File: src/rtl/serial_adder.sv
// rtl/serial_adder.sv - bit-serial WIDTH-bit adder built on a single full-adder cell
//
// Modules:
//   add_1bit     : combinational full adder (a + b + cin -> s, cout).
//   serial_adder : loads two WIDTH-bit operands on start, adds them one bit
//                  per clock LSB first through one add_1bit, then registers
//                  the result and pulses done for one cycle.
//
// serial_adder ports:
//   clock  in   system clock, rising edge
//   reset  in   asynchronous, active-high reset
//   start  in   request; accepted in IDLE or DONE, ignored while busy
//   a, b   in   WIDTH-bit operands, sampled on the accepting edge
//   cin    in   carry-in, sampled on the accepting edge
//   busy   out  high while bits are being added
//   done   out  one-cycle completion pulse
//   sum    out  registered result, changes only on completion or reset
//   cout   out  registered carry-out of the MSB
//   ovf    out  (only with SERIAL_ADD_OVF_EN) two's-complement overflow
//
// Optional feature macro: SERIAL_ADD_OVF_EN

module add_1bit (
  input  logic a,
  input  logic b,
  input  logic cin,
  output logic s,
  output logic cout
);

  assign s    = a ^ b ^ cin;
  assign cout = (a & b) | (cin & (a ^ b));

endmodule

module serial_adder #(
  parameter int WIDTH = 8
) (
  input  logic             clock,
  input  logic             reset,
  input  logic             start,
  input  logic [WIDTH-1:0] a,
  input  logic [WIDTH-1:0] b,
  input  logic             cin,
  output logic             busy,
  output logic             done,
  output logic [WIDTH-1:0] sum,
  output logic             cout
`ifdef SERIAL_ADD_OVF_EN
  ,
  output logic             ovf
`endif
);

  localparam int CNT_W = $clog2(WIDTH + 1);
  localparam logic [CNT_W-1:0] LAST_BIT = CNT_W'(WIDTH - 1);

  typedef enum logic [1:0] {
    S_IDLE,
    S_RUN,
    S_DONE
  } state_t;

  state_t             state_q, state_d;
  logic [WIDTH-1:0]   sa_q, sa_d;
  logic [WIDTH-1:0]   sb_q, sb_d;
  logic [WIDTH-1:0]   part_q, part_d;
  logic               carry_q, carry_d;
  logic [CNT_W-1:0]   cnt_q, cnt_d;
  logic [WIDTH-1:0]   sum_q, sum_d;
  logic               cout_q, cout_d;
`ifdef SERIAL_ADD_OVF_EN
  logic               ovf_q, ovf_d;
`endif

  logic               fa_s;
  logic               fa_cout;
  logic               accept;
  logic               last_bit;
  logic [WIDTH:0]     part_ext;
  logic               unused_part_lsb;

  add_1bit u_add_1bit (
    .a    (sa_q[0]),
    .b    (sb_q[0]),
    .cin  (carry_q),
    .s    (fa_s),
    .cout (fa_cout)
  );

  // start is honoured only when no addition is in flight; DONE is included
  // so that results can be produced back-to-back every WIDTH+1 cycles.
  assign accept   = start && (state_q != S_RUN);
  assign last_bit = (cnt_q == LAST_BIT);

  // New sum bit enters at the MSB; after WIDTH shifts the LSB of the result
  // has travelled down to bit 0. The old bit 0 falls off the end each cycle.
  assign part_ext        = {fa_s, part_q};
  assign unused_part_lsb = part_ext[0];

  always_comb begin
    state_d = state_q;
    sa_d    = sa_q;
    sb_d    = sb_q;
    part_d  = part_q;
    carry_d = carry_q;
    cnt_d   = cnt_q;
    sum_d   = sum_q;
    cout_d  = cout_q;
`ifdef SERIAL_ADD_OVF_EN
    ovf_d   = ovf_q;
`endif

    unique case (state_q)
      S_IDLE, S_DONE: begin
        if (accept) begin
          sa_d    = a;
          sb_d    = b;
          carry_d = cin;
          part_d  = '0;
          cnt_d   = '0;
          state_d = S_RUN;
        end else begin
          state_d = S_IDLE;
        end
      end

      S_RUN: begin
        sa_d    = sa_q >> 1;
        sb_d    = sb_q >> 1;
        part_d  = part_ext[WIDTH:1];
        carry_d = fa_cout;
        cnt_d   = cnt_q + CNT_W'(1);
        if (last_bit) begin
          sum_d   = part_ext[WIDTH:1];
          cout_d  = fa_cout;
`ifdef SERIAL_ADD_OVF_EN
          // carry_q is the carry into the MSB on this final bit.
          ovf_d   = carry_q ^ fa_cout;
`endif
          state_d = S_DONE;
        end
      end

      default: begin
        state_d = S_IDLE;
      end
    endcase
  end

  always_ff @(posedge clock or posedge reset) begin
    if (reset) begin
      state_q <= S_IDLE;
      sa_q    <= '0;
      sb_q    <= '0;
      part_q  <= '0;
      carry_q <= 1'b0;
      cnt_q   <= '0;
      sum_q   <= '0;
      cout_q  <= 1'b0;
`ifdef SERIAL_ADD_OVF_EN
      ovf_q   <= 1'b0;
`endif
    end else begin
      state_q <= state_d;
      sa_q    <= sa_d;
      sb_q    <= sb_d;
      part_q  <= part_d;
      carry_q <= carry_d;
      cnt_q   <= cnt_d;
      sum_q   <= sum_d;
      cout_q  <= cout_d;
`ifdef SERIAL_ADD_OVF_EN
      ovf_q   <= ovf_d;
`endif
    end
  end

  // Status is decoded straight from the state register so reset clears it
  // in the same instant as the flops.
  assign busy = (state_q == S_RUN);
  assign done = (state_q == S_DONE);
  assign sum  = sum_q;
  assign cout = cout_q;
`ifdef SERIAL_ADD_OVF_EN
  assign ovf  = ovf_q;
`endif

endmodule

File: config.mk
export PLATFORM = sky130hd
export DESIGN_NAME = serial_adder
export DESIGN_NICKNAME = d
export VERILOG_FILES = /design/src/rtl/serial_adder.sv
export SDC_FILE = /design/constraint.sdc
export NUM_CORES = 1
export LEC_CHECK = 0
export ABC_AREA = 1
export ABC_CLOCK_PERIOD_IN_PS = 1850
export CAP_MARGIN = 20
export CORE_MARGIN = 8
export CORE_UTILIZATION = 35
export DETAILED_ROUTE_END_ITERATION = 7
export PLACE_DENSITY = 0.54
export REMOVE_ABC_BUFFERS = 1
export SETUP_SLACK_MARGIN = 0.3
export SLEW_MARGIN = 20
export SYNTH_ARGS = -nofsm -noshare
export SYNTH_HDL_FRONTEND = slang
export SYNTH_SLANG_ARGS = --single-unit
File: constraint.sdc
create_clock -name clock -period 1.85 [get_ports clock]
set_input_delay 0.37 -clock clock [delete_from_list [all_inputs] [get_ports clock]]
set_output_delay 0.37 -clock clock [all_outputs]
set_load 0.01 [all_outputs]
After elaboration in Yosys (flattened, before gate mapping)

Cells that the tools add are included.

Register bits: 40
Input bits: 20
Output and inout bits: 11
Logic and storage cells: 39

Add/sub/neg operators: 1
Equal/unequal tests: 6
Muxes and demuxes: 13
Bitwise operators: 5
Reduce and logical (&&, ||, !) cells: 6

Operator list:

| cell                  | count |
|---|---|
| $pmux W8 S2           | 3 |
| $mux W8               | 3 |
| $pmux W4 S2           | 1 |
| $add A4 B1 Y4 const B | 1 |
| $eq A4 B3 Y1 const B  | 1 |
| $mux W4               | 1 |
| $ne A2 B1 Y1 const B  | 2 |
| $pmux W2 S2           | 1 |
| $reduce_and A2 Y1     | 2 |
| $and A1 B1 Y1         | 2 |
| $eq A2 B1 Y1 const B  | 1 |
| $eq A2 B2 Y1 const B  | 1 |
| $logic_not A2 Y1      | 1 |
| $mux W1               | 2 |
| $mux W2               | 1 |
| $ne A2 B2 Y1 const B  | 1 |
| $pmux W1 S2           | 1 |
| $reduce_bool A2 Y1    | 1 |
| $reduce_or A2 Y1      | 1 |
| $xor A1 B1 Y1         | 2 |
| $logic_and A1 B1 Y1   | 1 |
| $or A1 B1 Y1          | 1 |

Longest topological paths before layout

Gate-level depths: netlist (run 1).

Depth after elaboration: 4
Depth in mapped cells: 7
Depth with buffers taken out: 6

By module

Synthesis (run 1) repeated with hierarchy kept, for this count alone.

Cell total of the unflattened synthesis: 217
Area total of the unflattened synthesis: 1769.2 sq um

Modules (own cells, without submodules):

| module       | instances | cells an instance | area each (sq um) | sequential area each (sq um) |
|---|---|---|---|---|
| serial_adder | 1         | 216               | 1749.2            | 975.9 |
| add_1bit     | 1         | 1                 | 20.0              | 0.0 |

Least setup slack after synthesis (run 1)

No wires, ideal clock.

Path kind: flip-flop to output port
From: reg state_q[0]
To: out busy
Arrival: 774 ps
Data required time: 1480 ps
Path slack: 706 ps
Stages on the path, launching flop included: 4
Buffers on the path: 1
Path through: dfrtp_1 inv_2 nor2_2 buf_2

Cells in the longest elaborated chain, start to end: 1

Ends and longest elaborated chain:

| what                     | line | source |
|---|---|---|
| start: declaration       | 64   | `state_t state_q, state_d;` |
| start signal: assignment | 165  | `state_q <= state_d;` |
| $eq A2 B1 Y1             | 181  | `assign busy = (state_q == S_RUN);` |
| end: declaration         | 45   | `output logic busy,` |

No other way between the ends.

Worst setup path in the final report (run 1)

Ends and elaborated chain as after synthesis.

==> results.md, run 1 <==
- Entering global routing, the biggest net connects 40 pins.
- At the worst endpoint, the arrival time is 1160 ps.
- The horizontal die dimension is 86.4 um.
- The worst reg-to-reg setup slack is 530 ps.
- The per-cell routed wire length is 10.7 um.
- The number of hold-slack violations in the final timing report came to 0.
- The number of levels the H-tree was split into is 2.
- After legalization and detailed placement, the total HPWL measured 2290 um.
- The netlist uses 18 different library cells.
- For the pin with the worst max-slew slack, the measured transition is 399 ps.
- The flip-flop and latch count after synthesis is 39.
- The basic-gate share of the synthesized area counting and, or, nand and nor cells is 30.3%.
- The type of the worst setup path is flip-flop to primary output.
- The number of buffers added on ports is 30.
- For this run, the detailed router's first-pass iteration total came to 4.
- The clock tree from TritonCTS is done.
- The worst setup path is launched from a flip-flop.
- The CTS root buffer is sky130_fd_sc_hd__clkbuf_8.
- The switching share of power is 38.2%.
- The routed via count is 1,343.
- Summed over all layers, the routed wires come to 3430 um.
- The final design utilization is 46.6%.
- For this run, the top clock speed supported by timing is 655 MHz.
- The area of the placeable core is 4750 um2.
- The layout overhead on the synthesized area is 27.8%.
- The clock network accounts for 18.7% of the total power.
- By area, the combinational part of the netlist is dominated by simple AND/OR/NAND/NOR gates.
- For the final database, setup skew stands at 10.0 ps.
- The net switching component of the power is 1320 uW.
- TritonCTS created 5 clock buffers.
- The startpoint of the worst register-to-register path is state_q[0]$_DFFE_PP0P_.
- The type of the tightest min-delay check is input port to asynchronous set/reset pin.
- The clock transition at the register clock pins on the worst setup and hold paths after CTS is 80 ps.
- The count of pins over their slew limit is 0.
- STA classifies the critical path endpoint as a primary output.
- The starting DRC count in detailed routing is 73.
- The register area share after synthesis is 56.3%.
- Measured along the y axis, the die boundary spans 86.4 um.
- Across the VDD grid, the largest voltage drop is 0.498 mV.
- The floorplan step defined a die boundary enclosing 7460 um2.
- The number of global-route vias before repair came to 1,303.
- The number of max-cap violations is 0.
- The congestion estimate from routability-driven global placement came to 0.691.
- The clock period minus worst slack is 1530 ps.
- Setup repair after global routing could not meet its margin everywhere.
- The internal power of the cells totals 2140 uW.
- In this run, flip-flops and latches consume 42.0% of the power.
- The largest buffer count on any clock path is 2.
- The cell area power density is 1560 nW/um2.
- The number of antenna diodes in the final layout is 0.
- The analysis attributes to cell leakage a power of 0.00120 uW.
- After technology mapping, the gate count stands at 217.
- The Yosys step of the flow raised 0 warnings.
- The critical path's slowest cell is sky130_fd_sc_hd__dfrtp_1.
- After layout, the worst path uses 82.6% of the clock period.
- In the final timing run, aggregate negative setup slack is 0 ps.
- The count of endpoints failing setup in the final report is 0.
- The initial antenna violation count is 0.
- The number of hold buffers added after CTS is 0.
- The first global-routing pass estimated 5940 um of wire.
- In the routed design, unresolved DRC markers number 0.
- The mux contribution to synthesized area is 0%.
- The tree built by TritonCTS fans out to 39 sinks.
- The cell area that synthesis handed to floorplanning was 1730 um2.
- The standard-cell row count is 25.
- The cell count of the worst reg-to-reg path is 6.
- The proportion of power drawn by combinational gates is 39.3%.
- At the end of the flow, the number of nets in the layout was 276.
- For the worst setup path, the data required time is 1480 ps.
- The adder-cell area share of the yosys netlist is 1.88%.
- The remaining number of nets flagged by the antenna check after routing is 0.
- Summed over all layers, the global routing overflow is 0.
- The capturing point of the worst reg2reg path is sum[0]$_DFFE_PP0P_.
- The maximum cell stage delay along the critical path is 420 ps.
- The clock latency of the later-clocked register in the worst-skew pair is 290 ps.
- Cells with a size suffix above 1 make up 9.02% of the layout.
- The run finished with clean final reports.
- The largest fanout of any net on the critical path is 4.
- The combined global-route utilization of all metal layers is 10.1%.
- For this configuration, the core starts out at a cell density of 36.5%.
- Measured against its own limit, the worst slew margin works out to 73.4%.
- The I/O pin count is 31.
- The synthesized netlist devotes 3.03% of its cell area to compound gates.
- The XOR/XNOR share of the synthesized area is 0%.
- The synthesized area divided by synthesized cell count is 7.99 um2.
- Dividing the detail-routed via count by the number of cells gives 4.17.
- The signal on the critical path passes through inv_2 -> nor2_2 -> clkdlybuf4s15_1.
## final cells by class
class                      instances  area [um2]
multi-input combinational        145         613
tap                               67        83.8
fill                             514        2540
inverter                          28         105
sequential                        39         976
clock inverter                     1        7.51
clock buffer                       7        96.3
timing repair buffer              35         334
## registers in the layout, indices dropped and copies added, names as in the netlist
register  count
cout          1
cnt_q         4
part_q        7
sb_q          8
state_q       2
sum           8
sa_q          8
carry_q       1
## power groups by stage
stage	Clock (uW)	Combinational [uW]	Sequential (uW)
6_report	647	1360	1450
2_1_floorplan	0	882	1490
4_1_cts	674	1390	1460
3_5_place_dp	0	1450	1480
3_3_place_gp	0	1430	1480
5_1_grt	707	1590	1500
## worst max-delay path by stage
stage / cells after the start / startpoint / end / slack (ps)
floorplan: 5 / state_q[0]$_DFFE_PP0P_ / cout$_DFFE_PP0P_ / 350
finish: 3 / state_q[0]$_DFFE_PP0P_ / busy / 320
detailed placement: 3 / state_q[0]$_DFFE_PP0P_ / busy / 320
global placement: 3 / state_q[0]$_DFFE_PP0P_ / busy / 290
global route: 3 / state_q[0]$_DFFE_PP0P_ / busy / 240
CTS: 3 / state_q[0]$_DFFE_PP0P_ / busy / 280
## metrics by stage
stage	power, uW	cells	setup WS, ps	hold WS (ps)	instance area (um2)
finish	3460	322	322	419	2220
global route	3800	322	244	451	2220
CTS	3530	322	276	433	2220
detailed placement	2920	313	315	455	2120
global placement	2910	313	286	449	2120
floorplan	2370	212	351	442	1690
## cell usage after synthesis
library cell              count  area, um2
sky130_fd_sc_hd__a21oi_1      1       5.00
sky130_fd_sc_hd__nand3_1      4       20.0
sky130_fd_sc_hd__buf_2        1       5.00
sky130_fd_sc_hd__nand2_1    120        450
sky130_fd_sc_hd__dfrtp_1     39        976
sky130_fd_sc_hd__o21ai_0      2       10.0
sky130_fd_sc_hd__o22ai_1      6       37.5
sky130_fd_sc_hd__inv_1       26       97.6
sky130_fd_sc_hd__nand4_1      1       6.26
sky130_fd_sc_hd__or2_2        1       6.26
sky130_fd_sc_hd__inv_2        2       7.51
sky130_fd_sc_hd__nand2_2      2       12.5
sky130_fd_sc_hd__nor2_2       3       18.8
sky130_fd_sc_hd__ha_1         1       12.5
sky130_fd_sc_hd__buf_4        2       15.0
sky130_fd_sc_hd__nor2_1       3       11.3
sky130_fd_sc_hd__buf_6        2       22.5
sky130_fd_sc_hd__fa_1         1       20.0
## cells by family (layout without fill, tap and decap cells)
logic type | Yosys count | count (layout)
AOI/OAI and AO/OA | 9 | 9
adders and majority gates | 2 | 2
buffers and inverters | 33 | 71
DFF | 39 | 39
and+or+nand+nor | 134 | 134
## cell usage in the layout (no fill, tap or decap), drive strengths merged, types with 2 or more instances in the layout
cell type	count
clkbuf	8
nor2	6
dfrtp	39
nand3	4
nand2	122
o21ai	2
dlygate4sd2	9
buf	5
inv	28
o22ai	6
clkdlybuf4s50	19
## worst max-delay path, delay by kind of cell (launching register included)
family / cells / cell delay [ps]
simple gates: 1 / 120
buf+inv: 2 / 320
flops: 1 / 420
## timing repair
item                       CTS  global route
setup endpoints to repair   11            10
resized for setup           11             4
buffers inserted             1             0
pin swaps                    0             0
## metal layers
| layer | global-route usage (%) | wire (um) | vias to the layer above |
|---|---|---|---|
| met5 | 0 | 0 | - |
| met4 | 4.23 | 57 | 0 |
| met3 | 4.16 | 224 | 6 |
| met2 | 14.9 | 1410 | 32 |
| met1 | 12.5 | 1740 | 588 |
| li1 | - | - | 717 |
No activity file was read; power rests on OpenSTA's default activity.
==> inputs of run 2 (changes only) <==
--- a/config.mk
+++ b/config.mk
@@ -6,7 +6,7 @@
 export NUM_CORES = 1
 export LEC_CHECK = 0
 export ABC_AREA = 1
-export ABC_CLOCK_PERIOD_IN_PS = 1850
+export ABC_CLOCK_PERIOD_IN_PS = 1530
 export CAP_MARGIN = 20
 export CORE_MARGIN = 8
 export CORE_UTILIZATION = 35
==> constraint.sdc (replaced) <==
create_clock -name clock -period 1.53 [get_ports clock]
set_input_delay 0.306 -clock clock [delete_from_list [all_inputs] [get_ports clock]]
set_output_delay 0.306 -clock clock [all_outputs]
set_load 0.01 [all_outputs]
==> run 2 against run 1 <==
Effect of this change:
- combinational power rose by 40%
- clock skew fell by 2.6 ps
- critical path depth did not move
- worst setup slack got worse by 99 ps
- count of clock-buffer cells in the layout fell by 1
- sequential share of layout area fell by 2.1 points
- die area did not move
- register-to-register slack got worse by 270 ps
- via count rose by 4.4%
- flip-flop and latch count did not move
- critical path type unchanged
- highest routed layer unchanged
==> results.md, run 2 (synthesized netlist as in run 1, its figures left out) <==
- The pre-antenna-repair detailed-routing pass consisted of 4 iterations.
- The cell count of the worst reg-to-reg path is 8.
- The end point of the critical path is done.
- The number of hold buffers added after CTS is 0.
- The standby leakage power is 0.00125 uW.
- The cell area power density is 1970 nW/um2.
- The CTS root buffer is sky130_fd_sc_hd__clkbuf_8.
- The final antenna diode count is 0.
- The combined global-route utilization of all metal layers is 10.4%.
- The startpoint type of the worst setup path is a flip-flop.
- Static timing analysis puts the maximum clock frequency at 765 MHz.
- Clock skew on the completed layout was measured at 7.47 ps.
- The die area is 7460 um2.
- Of the available clock period, the critical path in the final layout requires 85.4%.
- The sequential standard cell area is 976 um2.
- The net count of the finished layout is 283.
- The tree built by TritonCTS fans out to 39 sinks.
- The most frequent standard cell in the layout excluding fill and tap cells is sky130_fd_sc_hd__nand2_1.
- The remaining design rule violation count is 0.
- Counting the fill cells in the layout gives 498.
- The last weighted congestion value of the routability-driven placer is 0.658.
- TritonCTS created 5 clock buffers.
- The number of buffers added on ports is 30.
- Setup repair after global routing could not meet its margin everywhere.
- The worst path required time is 1220 ps.
- The half-perimeter wire length after detailed placement is 2330 um.
- Cells with a size suffix above 1 make up 16.4% of the layout.
- The largest buffer count on any clock path is 2.
- The critical path is of the flip-flop to primary output type.
- The data arrival time of the critical path is 1000 ps.
- The number of hold-slack violations in the final timing report is 0.
- The clock transition at the register clock pins on the worst setup and hold paths after CTS is 80 ps.
- The final design utilization is 48.9%.
- Relative to the synthesized area, the layout overhead comes to 34.2%.
- The design draws 4580 uW.
- The vias per cell is 4.26.
- The starting DRC count in detailed routing is 76.
- The capturing point of the worst reg2reg path is sb_q[3]$_DFFE_PP0P_.
- The remaining number of nets flagged by the antenna check after routing is 0.
- Headroom to the max-slew limit came out at 85.6%.
- In this run the horizontal extent of the chip is 86.4 um.
- The count of endpoints failing setup in the final report is 0.
- The standard-cell row count is 25.
- The area taken by multi-input logic gates is 647 um2.
- Tracing the worst setup path back leads to its startpoint at state_q[1]$_DFFE_PP0P_.
- The number of max-cap violations is 0.
- The I/O pin count is 31.
- Setup slack on the critical path of the routed design comes to 223 ps.
- The routed via count is 1,402.
- The clock period minus worst slack is 1310 ps.
- The number of levels the H-tree was split into is 2.
- The type of the tightest min-delay check is input port to asynchronous set/reset pin.
- The area of the placeable core is 4750 um2.
- The transition time at the pin with the least slew margin is 216 ps.
- The number of global-route vias before repair was 1,362.
- Summed over all layers, the routed wires come to 3620 um.
- Leaving out fill and tap cells, the most frequent cells in the layout are sky130_fd_sc_hd__nand2_1, sky130_fd_sc_hd__dfrtp_1, sky130_fd_sc_hd__inv_1.
- The final sum of negative setup slack is 0 ps.
- For flop-to-flop paths, the worst setup slack is 260 ps.
- The clock latency of the later-clocked register in the worst-skew pair is 290 ps.
- Entering global routing, the biggest net connects 40 pins.
- The aggregate global routing overflow is 0.
- The per-cell routed wire length is 11.0 um.
- The clock tree from TritonCTS is done.
- The initial utilization of the core area, before any placement, comes to 36.5%.
- Across the VDD grid, the largest voltage drop is 0.740 mV.
- The count of pins over their slew limit is 0.
- Of all nets on the critical path, the largest fanout is 2.
- The run finished with clean final reports.
- The startpoint of the worst register-to-register path is state_q[0]$_DFFE_PP0P_.
- The vertical extent of the die is 86.4 um.
- The wire length of the first global-routing pass is 6170 um.
- The initial antenna violation count was 0.
- The worst-case setup slack after placement is 68.5 ps.
- The worst setup path is captured at a primary output.
-- run 2: changes by cell type in the layout (fill, tap and decap cells not counted), sizes merged --
cell         change
dlygate4sd2      -9
buf              +8
clkbuf           +6
bufinv           +1
clkinv           +1
clkinvlp         -1
nand2            +1
-- run 2: layout make-up --
class                   count  share of cell area [%]
repair buffers             41                    17.1
clock inverters             2                    1.51
inverters                  28                    4.52
flip-flops and latches     39                    41.9
multi-input cells         146                    27.8
well taps                  67                    3.60
clock buffers               6                    3.55
-- run 2: repair_timing --
item / in CTS / in global routing
gates resized for setup: 31 / 16
setup endpoints to repair: 20 / 46
endpoints found under the hold margin: 0 / 0
pin swaps: 0 / 1
setup buffers: 2 / 1
gates cloned: 1 / 1
-- run 2: worst min path at each step --
| stage | start | endpoint | slack [ps] |
|---|---|---|---|
| 3_5_place_dp | part_q[5]$_DFFE_PP0P_ | sum[4]$_DFFE_PP0P_ | 450 |
| 6_report | reset | cnt_q[2]$_DFFE_PP0P_ | 360 |
| 4_1_cts | reset | part_q[4]$_DFFE_PP0P_ | 370 |
| 2_1_floorplan | a[7] | sa_q[7]$_DFFE_PP0P_ | 420 |
| 3_3_place_gp | part_q[5]$_DFFE_PP0P_ | sum[4]$_DFFE_PP0P_ | 450 |
| 5_1_grt | reset | sum[3]$_DFFE_PP0P_ | 380 |
-- run 2: where the power goes --
| group | switching, uW | leakage, uW | internal [uW] |
|---|---|---|---|
| Clock | 364 | 0.0000612 | 528 |
| Sequential | 274 | 0.000491 | 1500 |
| Combinational | 1070 | 0.000697 | 845 |
-- run 2: critical path, cell delays in order (launching register included) --
cell	delay, ps
sky130_fd_sc_hd__dfrtp_1	410
sky130_fd_sc_hd__inv_2	60
sky130_fd_sc_hd__nor2_2	90
sky130_fd_sc_hd__buf_2	140
-- run 2: layer usage --
metal,global-route usage [%],routed length [um]
met3,4.35,219
met1,13.0,1810
met5,0,0
met2,15.9,1570
met4,2.82,24
-- run 2: through the flow --
stage / instance area [um2] / std cells / hold slack [ps]
floorplan: 1690 / 212 / 423
global placement: 2170 / 316 / 452
detailed placement: 2170 / 316 / 454
CTS: 2300 / 327 / 367
global route: 2330 / 329 / 383
finish: 2330 / 329 / 363
==> inputs of run 3 (changes only) <==
--- a/config.mk
+++ b/config.mk
@@ -6,7 +6,7 @@
 export NUM_CORES = 1
 export LEC_CHECK = 0
 export ABC_AREA = 1
-export ABC_CLOCK_PERIOD_IN_PS = 1530
+export ABC_CLOCK_PERIOD_IN_PS = 1600
 export CAP_MARGIN = 20
 export CORE_MARGIN = 8
 export CORE_UTILIZATION = 35
==> constraint.sdc (replaced) <==
create_clock -name clock -period 1.6 [get_ports clock]
set_input_delay 0.32 -clock clock [delete_from_list [all_inputs] [get_ports clock]]
set_output_delay 0.32 -clock clock [all_outputs]
set_load 0.01 [all_outputs]
==> run 3 against run 2 <==
Effect of this change:
- clock power shrank 5.6%
- cell area shrank 0.27%
- worst setup slack gained 54 ps
- first-iteration DRC count grew 9.2%
- register-to-register slack gained 120 ps
- cell count shrank 1.2%
- non-clock buffer count shrank 4
- critical endpoint unchanged
- sequential power shrank 5%
- global-route usage shrank 0.26 points
- sequential share of layout area grew 0.11 points
- largest cell class unchanged
- clock skew shrank 2.0 ps
==> results.md, run 3 (synthesized netlist as in run 1, its figures left out) <==
- Routability-driven placement finished with a final weighted congestion of 0.688.
- The standard-cell row count is 25.
- The horizontal die dimension is 86.4 um.
- The maximum clock rate is 756 MHz.
- The half-perimeter wire length after detailed placement is 2280 um.
- The initial utilization of the core area, before any placement, comes to 36.5%.
- Hold timing on the final database bottoms out at a slack of 387 ps.
- The remaining design rule violation count is 0.
- Among all stages on the critical path, the largest delay is contributed by sky130_fd_sc_hd__dfrtp_1.
- The highest metal layer used by the detailed router is met4.
- Setup repair after global routing could not meet its margin everywhere.
- The H-tree was split into 2 levels.
- The final antenna diode count is 0.
- During I/O placement, the number of pins put on the boundary was 31.
- The remaining number of nets flagged by the antenna check after routing is 0.
- The maximum cell stage delay along the critical path is 420 ps.
- In this run the critical register-to-register path is launched from cnt_q[1]$_DFFE_PP0P_.
- In this run the power spent charging and discharging nets is 1610 uW.
- The type of the worst setup path is flip-flop to primary output.
- Among cell families on the critical path, the largest total delay comes from flip-flops.
- The total overflow left after global routing is 0.
- Entering global routing, the biggest net connects 40 pins.
- The worst-case IR drop observed on VDD is 0.711 mV.
- In the layout the commonest cells are sky130_fd_sc_hd__nand2_1, sky130_fd_sc_hd__dfrtp_1, sky130_fd_sc_hd__inv_1.
- The die covers 7460 um2.
- In the detailed route, the total length drawn on met2 is 1550 um.
- The CTS buffer count is 5.
- Global routing used 10.1% of the available tracks across all layers.
- The count of pins over their slew limit is 0.
- The sequential standard cell area is 976 um2.
- The CTS root buffer is sky130_fd_sc_hd__clkbuf_8.
- Max-cap violations in this run came to 0.
- The ratio of cells with drive above 1 in the final layout is 12.4%.
- The initial antenna violation count is 0.
- Leaving out fill and tap cells, the most frequent cell in the layout is sky130_fd_sc_hd__nand2_1.
- The filler cell count in the final layout is 492.
- Compared with the post-synthesis result, the final layout area differs by 33.8%.
- Net switching is 37.2% of the power.
- The flow ran to the end, and the final reports show no timing, DRC or antenna violations.
- The first detailed-routing pass ran for 4 iterations.
- For the pin with the worst max-slew slack, the measured transition is 244 ps.
- The min-delay analysis places its worst path in the category input port to asynchronous set/reset pin.
- Counting cells, the worst reg-to-reg path comes to 6.
- The multi-input combinational cells in the finished layout cover a total of 659 um2.
- In the final routing, the length of wire on met1 measures 1710 um.
- The startpoint type of the worst setup path is a flip-flop.
- Clock skew on the completed layout was measured at 5.44 ps.
- The clock tree from TritonCTS is done.
- The worst reg-to-reg setup slack is 380 ps.
- The starting DRC count in detailed routing is 83.
- For the worst setup path, the data arrival time is 1000 ps.
- The nature of the critical path endpoint is a primary output.
- The clock network burns 19.4% of the power.
- The clock transition at the register clock pins on the worst setup and hold paths after CTS is 70 ps.
- The total power draw is 4340 uW.
- The count of endpoints failing setup in the final report is 0.
- The vertical extent of the die is 86.4 um.
- The final layout net count is 279.
- The smallest clock period supported by the final layout is computed as 1320 ps.
- The routed design uses 229 um of met3 wire.
- The sequential power share is 39.0%.
- The cell-internal power is 2720 uW.
- The routed wire length is 3540 um.
- The area of the placeable core is 4750 um2.
- The final sum of negative setup slack is 0 ps.
- The cell area power density is 1870 nW/um2.
- In this run the tightest slew margin relative to its limit is 83.7%.
- The number of buffers added on ports is 30.
- The clock passes through at most 2 buffers.
- For this block, the via count after detailed routing is 1,408.
- After detailed routing, the average wire length per cell comes to 10.9 um.
- The vias per cell is 4.33.
- The number of global-route vias before repair was 1,373.
- In this run, the combinational gates consume 41.6% of the power.
- The clock net in this run drives a total of 39 sinks.
- The critical path launch point is state_q[1]$_DFFE_PP0P_.
- The critical path buffer and inverter count is 2.
- The worst register-to-register path ends at sum[0]$_DFFE_PP0P_.
- Traced cell by cell, the critical path runs through inv_2 -> nor2_2 -> buf_2.
- The number of hold-slack violations in the final timing report is 0.
- The later pin in the worst-skew pair is clocked with a latency of 280 ps.
- The first global-routing pass estimated 6040 um of wire.
- The standby leakage power is 0.00125 uW.
- The worst path uses 82.7% of the clock period.
- Of all nets on the critical path, the largest fanout is 2.
- The worst path required time is 1280 ps.
- The number of hold buffers added after CTS was 0.
-- run 3: changes by cell type in the layout (fill, tap and decap cells not counted) --
cell,before,now
sky130_fd_sc_hd__clkdlybuf4s15_1,1,0
sky130_fd_sc_hd__nand2_1,119,118
sky130_fd_sc_hd__nand2_4,1,3
sky130_fd_sc_hd__buf_4,6,3
sky130_fd_sc_hd__dlygate4sd2_1,0,9
sky130_fd_sc_hd__clkbuf_2,7,0
sky130_fd_sc_hd__nand2_2,3,2
sky130_fd_sc_hd__clkbuf_16,1,0
sky130_fd_sc_hd__buf_2,2,1
-- run 3: power groups by stage --
stage	logic [uW]	clock network [uW]	registers (uW)
2_1_floorplan	1020	0	1720
3_3_place_gp	1740	0	1700
3_5_place_dp	1760	0	1710
4_1_cts	1700	872	1680
5_1_grt	2080	912	1760
6_report	1800	842	1690
-- run 3: layer usage --
| metal | up-vias | GRT usage (%) |
|---|---|---|
| met5 | - | 0 |
| met4 | 0 | 4.69 |
| met3 | 4 | 3.31 |
| met2 | 32 | 16.5 |
| met1 | 641 | 11.8 |
| li1 | 731 | - |
-- run 3: stage by stage --
step	area (um2)	setup WS, ps	instances	utilization (%)
CTS	2260	116	323	47.6
detailed placement	2150	101	314	45.2
global route	2320	223	325	48.8
floorplan	1690	101	212	-
finish	2320	277	325	48.8
global placement	2150	123	314	45.2
-- run 3: worst max path at each step --
stage | to | slack [ps] | depth (start not counted)
CTS | busy | 120 | 3
global route | busy | 220 | 3
detailed placement | sum[7]$_DFFE_PP0P_ | 100 | 6
finish | done | 280 | 3
floorplan | cout$_DFFE_PP0P_ | 100 | 5
global placement | busy | 120 | 3
-- run 3: worst reg2reg max path, cell delays in order (launching register included) --
cell                      delay, ps
sky130_fd_sc_hd__dfrtp_1        400
sky130_fd_sc_hd__ha_2           210
sky130_fd_sc_hd__nand2_2         80
sky130_fd_sc_hd__nor2_4         200
sky130_fd_sc_hd__nand2_4        110
sky130_fd_sc_hd__nand2_1         70
sky130_fd_sc_hd__nand2_1         40
-- run 3: layout make-up --
class                   instances  area share, %
clock inverters                 2           1.51
flip-flops and latches         39           42.0
clock buffers                   6           3.56
inverters                      28           4.53
repair buffers                 37           16.3
well taps                      67           3.61
multi-input cells             146           28.4
-- run 3: what timing repair did --
action	in CTS	in global routing
pin swaps	1	4
cloned	0	1
setup buffers	1	1
resized for setup	16	16
endpoints found under the setup margin	20	14
